**config.mk**
```make
export PLATFORM = sky130hd
export DESIGN_NAME = reset_seq_ctrl
export DESIGN_NICKNAME = d
export VERILOG_FILES = /design/src/rtl/reset_seq_ctrl.sv
export SDC_FILE = /design/constraint.sdc
export NUM_CORES = 1
export LEC_CHECK = 0
export ABC_CLOCK_PERIOD_IN_PS = 2600
export BUFFER_PORTS_ARGS = -buffer_cell sky130_fd_sc_hd__buf_2
export CAP_MARGIN = 20
export CORE_MARGIN = 2
export CORE_UTILIZATION = 45
export CTS_CLUSTER_SIZE = 12
export DETAILED_ROUTE_END_ITERATION = 12
export PLACE_DENSITY = 0.66
export SYNTH_ARGS = -nofsm -noshare
export SYNTH_HDL_FRONTEND = slang
export SYNTH_SLANG_ARGS = --single-unit
```
**constraint.sdc**
```tcl
create_clock -name clk -period 2.6 [get_ports clk]
set_input_delay 0.26 -clock clk [delete_from_list [all_inputs] [get_ports clk]]
set_output_delay 0.26 -clock clk [all_outputs]
set_load 0.1 [all_outputs]
```
**src/rtl/reset_seq_ctrl.sv**
```systemverilog
// Reset / clock-enable sequencer: synchronises board reset release, holds sync reset with the clock running,
// releases staged async resets one by one, then serves a 4-phase soft-reset handshake.
module reset_seq_ctrl #(
  parameter int unsigned RST_HOLD  = 4,
  parameter int unsigned N_STAGES  = 3,
  parameter int unsigned STAGE_GAP = 2,
  parameter int unsigned SOFT_LEN  = 3
) (
  input  logic                clk,
  input  logic                async_reset_n,
  input  logic                i_soft_req,
  output logic                o_clk_enable,
  output logic                o_sync_reset,
  output logic [N_STAGES-1:0] o_stage_rst_n,
  output logic                o_ready,
  output logic                o_soft_ack,
  output logic [2:0]          o_state
);

  localparam int unsigned MAX_HG  = (RST_HOLD > STAGE_GAP) ? RST_HOLD : STAGE_GAP;
  localparam int unsigned MAX_CNT = (MAX_HG > SOFT_LEN) ? MAX_HG : SOFT_LEN;
  localparam int unsigned CNT_W   = $clog2(MAX_CNT + 1);

  if (RST_HOLD < 1 || STAGE_GAP < 1 || SOFT_LEN < 1 || N_STAGES < 1 || N_STAGES > 8) begin : g_param_err
    $error("reset_seq_ctrl: illegal parameter set");
  end

  typedef enum logic [2:0] {
    ST_RESET = 3'd0,
    ST_CLKON = 3'd1,
    ST_STAGE = 3'd2,
    ST_RUN   = 3'd3,
    ST_SOFT  = 3'd4
  } state_e;

  logic [1:0]          sync_q;
  logic                rst_sync_n;
  state_e              state_q, state_d;
  logic [CNT_W-1:0]    cnt_q, cnt_d;
  logic                clk_en_q, clk_en_d;
  logic                sync_rst_q, sync_rst_d;
  logic [N_STAGES-1:0] stage_q, stage_d;
  logic                ready_q, ready_d;
  logic                ack_q, ack_d;
  logic [N_STAGES-1:0] stage_nxt;
  logic                stage_last;
  logic                hold_done, gap_done, soft_done;

  // Two-flop release synchroniser; assertion clears it asynchronously.
  always_ff @(posedge clk or negedge async_reset_n) begin
    if (!async_reset_n) begin
      sync_q <= 2'b00;
    end else begin
      sync_q <= {sync_q[0], 1'b1};
    end
  end

  assign rst_sync_n = sync_q[1];

  // Stage resets release by shifting a 1 in from bit 0; the last release is the one that fills the vector.
  assign stage_nxt  = N_STAGES'({stage_q, 1'b1});
  assign stage_last = &stage_nxt;
  assign hold_done  = (cnt_q == CNT_W'(RST_HOLD - 1));
  assign gap_done   = (cnt_q == CNT_W'(STAGE_GAP - 1));
  assign soft_done  = (cnt_q == CNT_W'(SOFT_LEN - 1));

  always_comb begin
    state_d    = state_q;
    cnt_d      = cnt_q + CNT_W'(1);
    clk_en_d   = clk_en_q;
    sync_rst_d = sync_rst_q;
    stage_d    = stage_q;
    ready_d    = ready_q;
    ack_d      = ack_q;

    case (state_q)
      ST_RESET: begin
        cnt_d      = '0;
        clk_en_d   = 1'b0;
        sync_rst_d = 1'b1;
        ready_d    = 1'b0;
        ack_d      = 1'b0;
        if (rst_sync_n) begin
          state_d  = ST_CLKON;
          clk_en_d = 1'b1;
        end
      end

      ST_CLKON: begin
        if (hold_done) begin
          cnt_d   = '0;
          stage_d = stage_nxt;
          if (stage_last) begin
            state_d    = ST_RUN;
            sync_rst_d = 1'b0;
            ready_d    = 1'b1;
          end else begin
            state_d = ST_STAGE;
          end
        end
      end

      ST_STAGE: begin
        if (gap_done) begin
          cnt_d   = '0;
          stage_d = stage_nxt;
          if (stage_last) begin
            state_d    = ST_RUN;
            sync_rst_d = 1'b0;
            ready_d    = 1'b1;
          end
        end
      end

      ST_RUN: begin
        cnt_d = '0;
        // Ack is held until the requester drops its level; a held request cannot retrigger.
        ack_d = ack_q & i_soft_req;
        if (i_soft_req && !ack_q) begin
          state_d    = ST_SOFT;
          sync_rst_d = 1'b1;
          ready_d    = 1'b0;
        end
      end

      ST_SOFT: begin
        if (soft_done) begin
          state_d    = ST_RUN;
          cnt_d      = '0;
          sync_rst_d = 1'b0;
          ready_d    = 1'b1;
          ack_d      = 1'b1;
        end
      end

      default: begin
        state_d    = ST_RESET;
        cnt_d      = '0;
        clk_en_d   = 1'b0;
        sync_rst_d = 1'b1;
        ready_d    = 1'b0;
        ack_d      = 1'b0;
      end
    endcase
  end

  // State, counter and all outputs share one register stage.
  always_ff @(posedge clk or negedge async_reset_n) begin
    if (!async_reset_n) begin
      state_q    <= ST_RESET;
      cnt_q      <= '0;
      clk_en_q   <= 1'b0;
      sync_rst_q <= 1'b1;
      stage_q    <= '0;
      ready_q    <= 1'b0;
      ack_q      <= 1'b0;
    end else begin
      state_q    <= state_d;
      cnt_q      <= cnt_d;
      clk_en_q   <= clk_en_d;
      sync_rst_q <= sync_rst_d;
      stage_q    <= stage_d;
      ready_q    <= ready_d;
      ack_q      <= ack_d;
    end
  end

  assign o_clk_enable  = clk_en_q;
  assign o_sync_reset  = sync_rst_q;
  assign o_stage_rst_n = stage_q;
  assign o_ready       = ready_q;
  assign o_soft_ack    = ack_q;
  assign o_state       = state_q;

endmodule
```
==> results.md, run 1 <==
* Placed cell areas at 922 um^2
* Cell area after layout at 958 um^2
* Hold Path Stages at 3
* Yosys cell types at 39
* Async set or reset register ratio after synthesis at 100%
* Worst setup EP type: register
* Die area at 2250 um^2
* Final WL at 1640 um
* Maxcap violations at 0
* 1st-iter DRT viols at 8
* RSZ-0062 raised after global routing: false
* Cell Rows at 15
* Dpl hpwl at 1160 um
* First drt pass iteration count at 4
* PostCTS Resize Cnt at 0
* CTS root buffer: clkbuf_4
* Minimum clock period at 1.81 ns
* CP max-delay cell: dfrtp_1
* Core Region at 1750 um^2
* Post-synthesis average cell area at 10.2 um^2
* Fraction of layout cells with a size suffix above 1 at 23.5%
* Pin count of the biggest net entering global routing at 16
* Vias in the first global route at 579
* Routed vias/inst at 5.20
* DRC viols at 0
* GPL Wtd Cong at 0.851
* Req. time, crit path at 2.77 ns
* GRT Overall Usage at 17.6%
* Synth warnings at 0
* Primary FF master, synth: dfrtp_1
* First-pass GRT wire length at 2680 um
* Final count of hold timing violations at 0
* Register area share after synthesis at 44.3%
* Crit-path cells: ha_1 > ha_1 > nor2b_1 > a2111o_1 > a21oi_1 > a211oi_1
* PortBufs at 12
* CTS tree: built
* DR WL/cell at 13.3 um
* Cell mode on critical path: ha_1
* Outcome: completed
* Ports at 13
* Remaining Overflow, GRT at 0
* Nets at 107
* Final Util at 54.9%
* Area delta synth->final at 12.8%
* Cts-stage hold buffer count at 1
* Initial antenna violation count at 0
* Worst-case clock buffer depth at 2
* Postcts setup bufs at 0
* Crit path launch type: register
* CTS Sinks at 15
* Fin Clk Skew at 0.00531 ns
* Arrival time worst endpoint at 1.98 ns
* Cell Area, Synth at 850 um^2
* Min-Delay Path Class: input port to register
* DR vias at 640
* Syn Nets at 91
* Final setup fails at 0
* Chip Height at 47.5 um
* Top fanout value on the critical path at 4
* Worst stage delay on the critical path at 0.43 ns
* Post-DRT Antenna Nets at 0
* Yosys reg bits at 15
* Die Width at 47.5 um
* Starting Density at 48.7%
* Max Freq at 553 MHz
* H-Tree Depth at 1
* Cells on worst reg2reg path at 6
* N_diodes at 0
* Num CTS Buffers at 3
* Worst skew pair latency at 0.29 ns
* EDFF count, synth at 0
* Type of the worst setup path: register to register
* Final Cycle Share at 69.6%
* Clock-pin slew on the worst setup and hold paths at 0.09 ns
* Total negative slack at 0 ns
* Syn Inst Count at 83
* Final Max Tran Viols at 0
-- logic make-up (layout without fill, tap and decap cells) --
group,after synthesis,in the layout,synth area share [%]
AO/OA/AOI/OAI,26,26,21.7
adder cells (fa/ha/maj),5,5,7.36
other,1,1,0.441
multiplexers,4,4,5.45
AND/OR/NAND/NOR,20,20,13.0
buffers and inverters,10,25,5.74
flip-flops,15,15,44.3
XOR/XNOR,2,2,2.06
-- metal layers --
layer  wire (um)  vias up  track usage [%]  part of all wire (%)
met5           0        -                0                     0
met4          32        0             8.33                   2.0
met3          42        5             2.26                   2.6
met2         751       10             26.2                    46
met1         811      296             25.4                    50
li1            -      329                -                     -
-- worst max-delay path, delay by kind of cell, from the launching register on --
kind / cells / cell delay (ns)
flip-flops: 1 / 0.43
AO/OA/AOI/OAI: 3 / 0.66
adder cells (fa/ha/maj): 2 / 0.46
AND/OR/NAND/NOR: 1 / 0.15
-- Yosys cell counts, drive strengths merged (2+ instances only) --
| cell | instances | area share, % |
|---|---|---|
| dfrtp | 14 | 41 |
| inv | 8 | 3.5 |
| a21oi | 7 | 4.1 |
| ha | 5 | 7.4 |
| nand2 | 4 | 1.8 |
| nor2 | 4 | 2.1 |
| o21ai | 4 | 2.4 |
| nand3 | 3 | 1.8 |
| nor2b | 3 | 2.2 |
| o22ai | 3 | 2.2 |
| buf | 2 | 2.2 |
| mux2 | 2 | 3.1 |
| mux2i | 2 | 2.4 |
| or2b | 2 | 2.2 |
-- metrics by stage --
stage	setup WS [ns]	std cells	hold slack [ns]
2_1_floorplan	0.557	83	-0.0356
3_3_place_gp	0.863	118	0.192
3_5_place_dp	0.820	118	0.192
4_1_cts	0.780	123	0.267
5_1_grt	0.718	123	0.272
6_report	0.790	123	0.262
-- cells in the final DEF (no fill, tap or decap), drive strengths merged, types with 2 or more instances in the layout --
cell     n
dfrtp   14
nand2    4
nand3    3
o21ai    4
inv      8
o22ai    3
a21oi    7
clkbuf   4
or2b     2
mux2i    2
nor2b    3
mux2     2
ha       5
buf     12
nor2     4
-- sequential cells by signal, indices dropped and copies added, names as in the netlist --
name and count:
o_stage_rst_n 3, o_ready 1, o_sync_reset 1, o_state 3
o_clk_enable 1, o_soft_ack 1, cnt_q 3, sync_q 2
-- layout make-up --
cell class	instances	area, um^2
fill	167	787
multi-input combinational	58	424
sequential	15	377
timing repair buffer	13	70.1
tap	25	31.3
inverter	8	30.0
clock buffer	4	26.3
-- final timing paths --
path,startpoint,end,slack (ns)
min in group asynchronous,async_reset_n,cnt_q[0],0.40
max,cnt_q[0],o_ready,0.79
max reg2reg,cnt_q[0],o_ready,0.79
min,i_soft_req,o_soft_ack,0.26
max in group asynchronous,async_reset_n,o_sync_reset,1.91
min reg2reg,sync_q[0],sync_q[1],0.37
Power of run 1 is left out: the tool's default activity adds up to more than one toggle a clock period on the data nets, which glitch-free logic cannot reach.
==> run 2, diff against run 1 <==
--- a/config.mk
+++ b/config.mk
@@ -5,14 +5,14 @@
 export SDC_FILE = /design/constraint.sdc
 export NUM_CORES = 1
 export LEC_CHECK = 0
-export ABC_CLOCK_PERIOD_IN_PS = 2600
+export ABC_CLOCK_PERIOD_IN_PS = 1500
 export BUFFER_PORTS_ARGS = -buffer_cell sky130_fd_sc_hd__buf_2
 export CAP_MARGIN = 20
 export CORE_MARGIN = 2
 export CORE_UTILIZATION = 45
 export CTS_CLUSTER_SIZE = 12
 export DETAILED_ROUTE_END_ITERATION = 12
-export PLACE_DENSITY = 0.66
+export PLACE_DENSITY = 0.68
 export SYNTH_ARGS = -nofsm -noshare
 export SYNTH_HDL_FRONTEND = slang
 export SYNTH_SLANG_ARGS = --single-unit
==> constraint.sdc (replaced) <==
create_clock -name clk -period 1.5 [get_ports clk]
set_input_delay 0.15 -clock clk [delete_from_list [all_inputs] [get_ports clk]]
set_output_delay 0.15 -clock clk [all_outputs]
set_load 0.1 [all_outputs]
==> run 2 against run 1 <==
The flow now finishes with violations (negative setup slack); flip-flop and latch count unchanged; core utilization grew 12 points; wire length is 17% higher; first-iteration DRC count is 100% higher; critical path depth shrank 2; clock skew is 0.0016 ns lower; hold slack worse by 0.11 ns; sequential share of layout area down 6.2 points; critical path type unchanged; highest routed layer unchanged.
==> results.md, run 2 (synthesis gave the netlist of run 1 again) <==
* Maxcap violations at 0
* Starting Density at 48.7%
* Cell Rows at 15
* DR WL/cell at 13.9 um
* 1st-iter DRT viols at 16
* Nets at 122
* Worst setup EP type: register
* PortBufs at 12
* Crit path launch type: register
* Area delta synth->final at 38.4%
* Final count of hold timing violations at 0
* Final hold slack at 0.155 ns
* Hold Startpoint: i_soft_req
* Die Width at 47.5 um
* Clock-pin slew on the worst setup and hold paths at 0.09 ns
* Fraction of layout cells with a size suffix above 1 at 49.6%
* Final setup margin at -0.0483 ns
* Routed vias/inst at 5.35
* Req. time, crit path at 1.68 ns
* DR vias at 738
* Dpl hpwl at 1370 um
* Min-Delay Path Class: input port to register
* Vias in the first global route at 738
* Cells on worst reg2reg path at 4
* Top fanout value on the critical path at 3
* Remaining Overflow, GRT at 0
* Commonest non-fill, non-tap cell in the layout: buf_4
* Fin Clk Skew at 0.00367 ns
* Outcome: complete, but fails checks
* Final Max Tran Viols at 0
* DRC viols at 0
* Final setup fails at 4
* RR Startpoint: o_state[0]
* Failing checks: negative setup slack
* CTS tree: built
* Max Freq at 646 MHz
* Chip Height at 47.5 um
* Initial antenna violation count at 0
* Worst skew pair latency at 0.29 ns
* First drt pass iteration count at 4
* Final WL at 1910 um
* Num CTS Buffers at 3
* Worst Hold Path EP: o_soft_ack
* N_diodes at 0
* H-Tree Depth at 1
* Post-DRT Antenna Nets at 0
* Arrival time worst endpoint at 1.73 ns
* RSZ-0062 raised after global routing: true
* CTS root buffer: clkbuf_4
* CTS Sinks at 15
* Type of the worst setup path: register to register
* FF-to-FF End: o_stage_rst_n[2]
* Worst-case clock buffer depth at 2
* Die area at 2250 um^2
* Minimum clock period at 1.55 ns
* GPL Wtd Cong at 0.824
* Core Region at 1750 um^2
* First-pass GRT wire length at 3350 um
* GRT Overall Usage at 22.0%
* Most frequent cells in the layout: 13 x buf_4, 11 x buf_2, 10 x dfrtp_1
* Final Cycle Share at 103%
* Register-to-Register Setup Slack at -0.05 ns
* Ports at 13
* Filler Cell Count at 143
* Pin count of the biggest net entering global routing at 16
* Hold Path Stages at 3
run 2: cell types whose count changed in the layout (fill, tap and decap cells not counted), sizes merged:
cell    change
clkbuf      +1
buf        +14
run 2: area by class of cell:
class | instances | area [um^2] | area share [%]
Clock buffer | 4 | 26.3 | 2.23
Sequential cell | 15 | 389 | 33.1
Timing Repair Buffer | 28 | 193 | 16.4
Multi-Input combinational cell | 58 | 507 | 43.1
Tap cell | 25 | 31.3 | 2.66
Inverter | 8 | 30.0 | 2.55
run 2: worst max-delay path by stage:
stage	startpoint	slack, ns	endpoint	cells after the start
floorplan	o_state[1]	-0.22	o_stage_rst_n[1]	5
global placement	cnt_q[1]	-0.14	o_stage_rst_n[1]	6
detailed placement	cnt_q[1]	-0.16	o_stage_rst_n[1]	6
CTS	cnt_q[0]	-0.05	o_ready	6
global route	cnt_q[0]	-0.13	o_sync_reset	6
finish	o_state[0]	-0.05	o_stage_rst_n[2]	4
run 2: critical path: stages (launching register included):
cell	delay (ns)
dfrtp_4	0.48
or2b_1	0.27
nor3b_4	0.19
o21a_2	0.19
mux2_4	0.31
run 2: timing repair:
item                                    in CTS  in global routing
cloned                                       0                  0
hold endpoints to repair                    14                  0
pin swaps                                    8                  2
hold buffers                                 1                  0
endpoints found under the setup margin       8                 11
gates resized for setup                     14                  6
buffers inserted                             1                  0
run 2: metrics by stage:
stage / setup WS (ns) / std cells / utilization [%] / area (um^2) / TNS [ns]
after floorplan: -0.216 / 83 / - / 881 / -0.713
after global placement: -0.142 / 132 / 60.4 / 1050 / -0.523
after detailed placement: -0.158 / 132 / 60.4 / 1050 / -0.635
after CTS: -0.0456 / 138 / 65.7 / 1150 / -0.164
after global routing: -0.134 / 138 / 67.4 / 1180 / -0.612
final: -0.0483 / 138 / 67.4 / 1180 / -0.178
run 2: metal layers:
metal	global-route usage, %	vias up	share of wire, %
li1	-	357	-
met1	28.2	356	46
met2	35.7	20	49
met3	3.40	5	3.0
met4	11.7	0	2.2
met5	0	-	0
Power of run 2 is left out for the same reason.
==> run 3, diff against run 2 <==
--- a/config.mk
+++ b/config.mk
@@ -12,7 +12,9 @@
 export CORE_UTILIZATION = 45
 export CTS_CLUSTER_SIZE = 12
 export DETAILED_ROUTE_END_ITERATION = 12
+export GPL_TIMING_DRIVEN = 0
 export PLACE_DENSITY = 0.68
+export REMOVE_ABC_BUFFERS = 1
 export SYNTH_ARGS = -nofsm -noshare
 export SYNTH_HDL_FRONTEND = slang
 export SYNTH_SLANG_ARGS = --single-unit
==> run 3 against run 2 <==
The run still ends with negative setup slack left; first-iteration DRC count up 25%; sequential share of layout area up 0.28 points; flip-flop and latch count unchanged; setup slack worse by 0.068 ns; highest routed layer unchanged.
==> results.md, run 3 (synthesis gave the netlist of run 1 again) <==
* Outcome: complete, but fails checks
* Failing checks: negative setup slack
* Fin Clk Skew at 0.000395 ns
* Worst skew pair latency at 0.27 ns
* Routed vias/inst at 5.16
* Max Freq at 619 MHz
* Clock-pin slew on the worst setup and hold paths at 0.09 ns
* Req. time, crit path at 1.66 ns
* Maxcap violations at 0
* Starting Density at 48.7%
* Die Width at 47.5 um
* Final setup fails at 6
* Most frequent cells in the layout: 12 x buf_2, 12 x buf_4, 10 x dfrtp_1
* DR vias at 702
* Arrival time worst endpoint at 1.78 ns
* Num CTS Buffers at 3
* Minimum clock period at 1.62 ns
* Register-to-Register Setup Slack at -0.12 ns
* First drt pass iteration count at 4
* Nets at 120
* Crit path launch type: register
* Final count of hold timing violations at 0
* DR WL/cell at 13.1 um
* Initial antenna violation count at 0
* N_diodes at 0
* Cells on worst reg2reg path at 6
* Ports at 13
* Worst-case clock buffer depth at 2
* Filler Cell Count at 145
* First-pass GRT wire length at 2870 um
* Core Region at 1750 um^2
* FF-to-FF End: o_ready
* Final setup margin at -0.117 ns
* Post-DRT Antenna Nets at 0
* RSZ-0062 raised after global routing: true
* Chip Height at 47.5 um
* Vias in the first global route at 630
* Worst Hold Path EP: o_soft_ack
* Hold Path Stages at 3
* Final Cycle Share at 108%
* Type of the worst setup path: register to register
* Final Max Tran Viols at 0
* CTS Sinks at 15
* CTS tree: built
* Pin count of the biggest net entering global routing at 16
* H-Tree Depth at 1
* Placed cell areas at 922 um^2
* PortBufs at 12
* Die area at 2250 um^2
* Final WL at 1780 um
* Pre-CTS setup slack at -0.280 ns
* Cell Rows at 15
* Remaining Overflow, GRT at 0
* Multi-input gate area at 503 um^2
* Top fanout value on the critical path at 4
* GPL Wtd Cong at 0.812
* Min-Delay Path Class: input port to register
* Area delta synth->final at 34.6%
* Hold Startpoint: i_soft_req
* DRC viols at 0
* Worst setup EP type: register
* Register area at 382 um^2
* GRT Overall Usage at 18.3%
* 1st-iter DRT viols at 20
* Cell area after layout at 1140 um^2
* CTS root buffer: clkbuf_4
* RR Startpoint: cnt_q[0]
* Dpl hpwl at 1140 um
* Fraction of layout cells with a size suffix above 1 at 46.8%
-- run 3: cell count changes in the layout (fill, tap and decap cells not counted), sizes merged --
cell / before / now
buf: 26 / 25
clkbuf: 5 / 4
-- run 3: layer usage --
metal	part of all wire [%]	up-vias	GRT usage, %
met5	0	-	0
met4	0.96	0	6.67
met3	2.0	2	2.26
met2	48	7	28.9
met1	49	342	25.8
li1	-	351	-
-- run 3: timing repair --
item                                   CTS  global route
pin swaps                                5             5
gates resized for setup                 15            10
hold buffers                             1             0
setup endpoints to repair                9            11
endpoints found under the hold margin   14             0
buffers inserted                         8             5
-- run 3: area by class of cell --
type	instances	share of cell area, %
Multi-Input combinational cell	58	44.0
Sequential cell	15	33.4
Timing Repair Buffer	26	15.0
Tap cell	25	2.74
Inverter	8	2.63
Clock buffer	4	2.30
-- run 3: worst max-delay path: stages, from the launching register on --
cell,delay (ns)
dfrtp_1,0.43
ha_4,0.19
ha_4,0.16
nor2b_1,0.13
a2111o_1,0.39
a21oi_1,0.14
a211oi_1,0.06
-- run 3: stage by stage --
step | setup TNS, ns | utilization [%] | hold slack [ns] | instances
finish | -0.327 | 65.5 | 0.159 | 136
global route | -0.772 | 65.5 | 0.196 | 136
CTS | -0.329 | 61.2 | 0.160 | 131
detailed placement | -1.15 | 52.8 | 0.0719 | 118
global placement | -1.12 | 52.8 | 0.0685 | 118
floorplan | -5.38 | - | -0.146 | 81
-- run 3: how the worst max path moves through the flow --
stage	from	slack, ns	cells after the start	end
2_1_floorplan	o_state[1]	-0.66	4	o_stage_rst_n[1]
3_3_place_gp	cnt_q[0]	-0.28	6	o_ready
3_5_place_dp	cnt_q[0]	-0.28	6	o_ready
4_1_cts	cnt_q[0]	-0.10	6	o_ready
5_1_grt	cnt_q[1]	-0.19	6	o_sync_reset
6_report	cnt_q[0]	-0.12	6	o_ready
Power of run 3 is left out for the same reason.
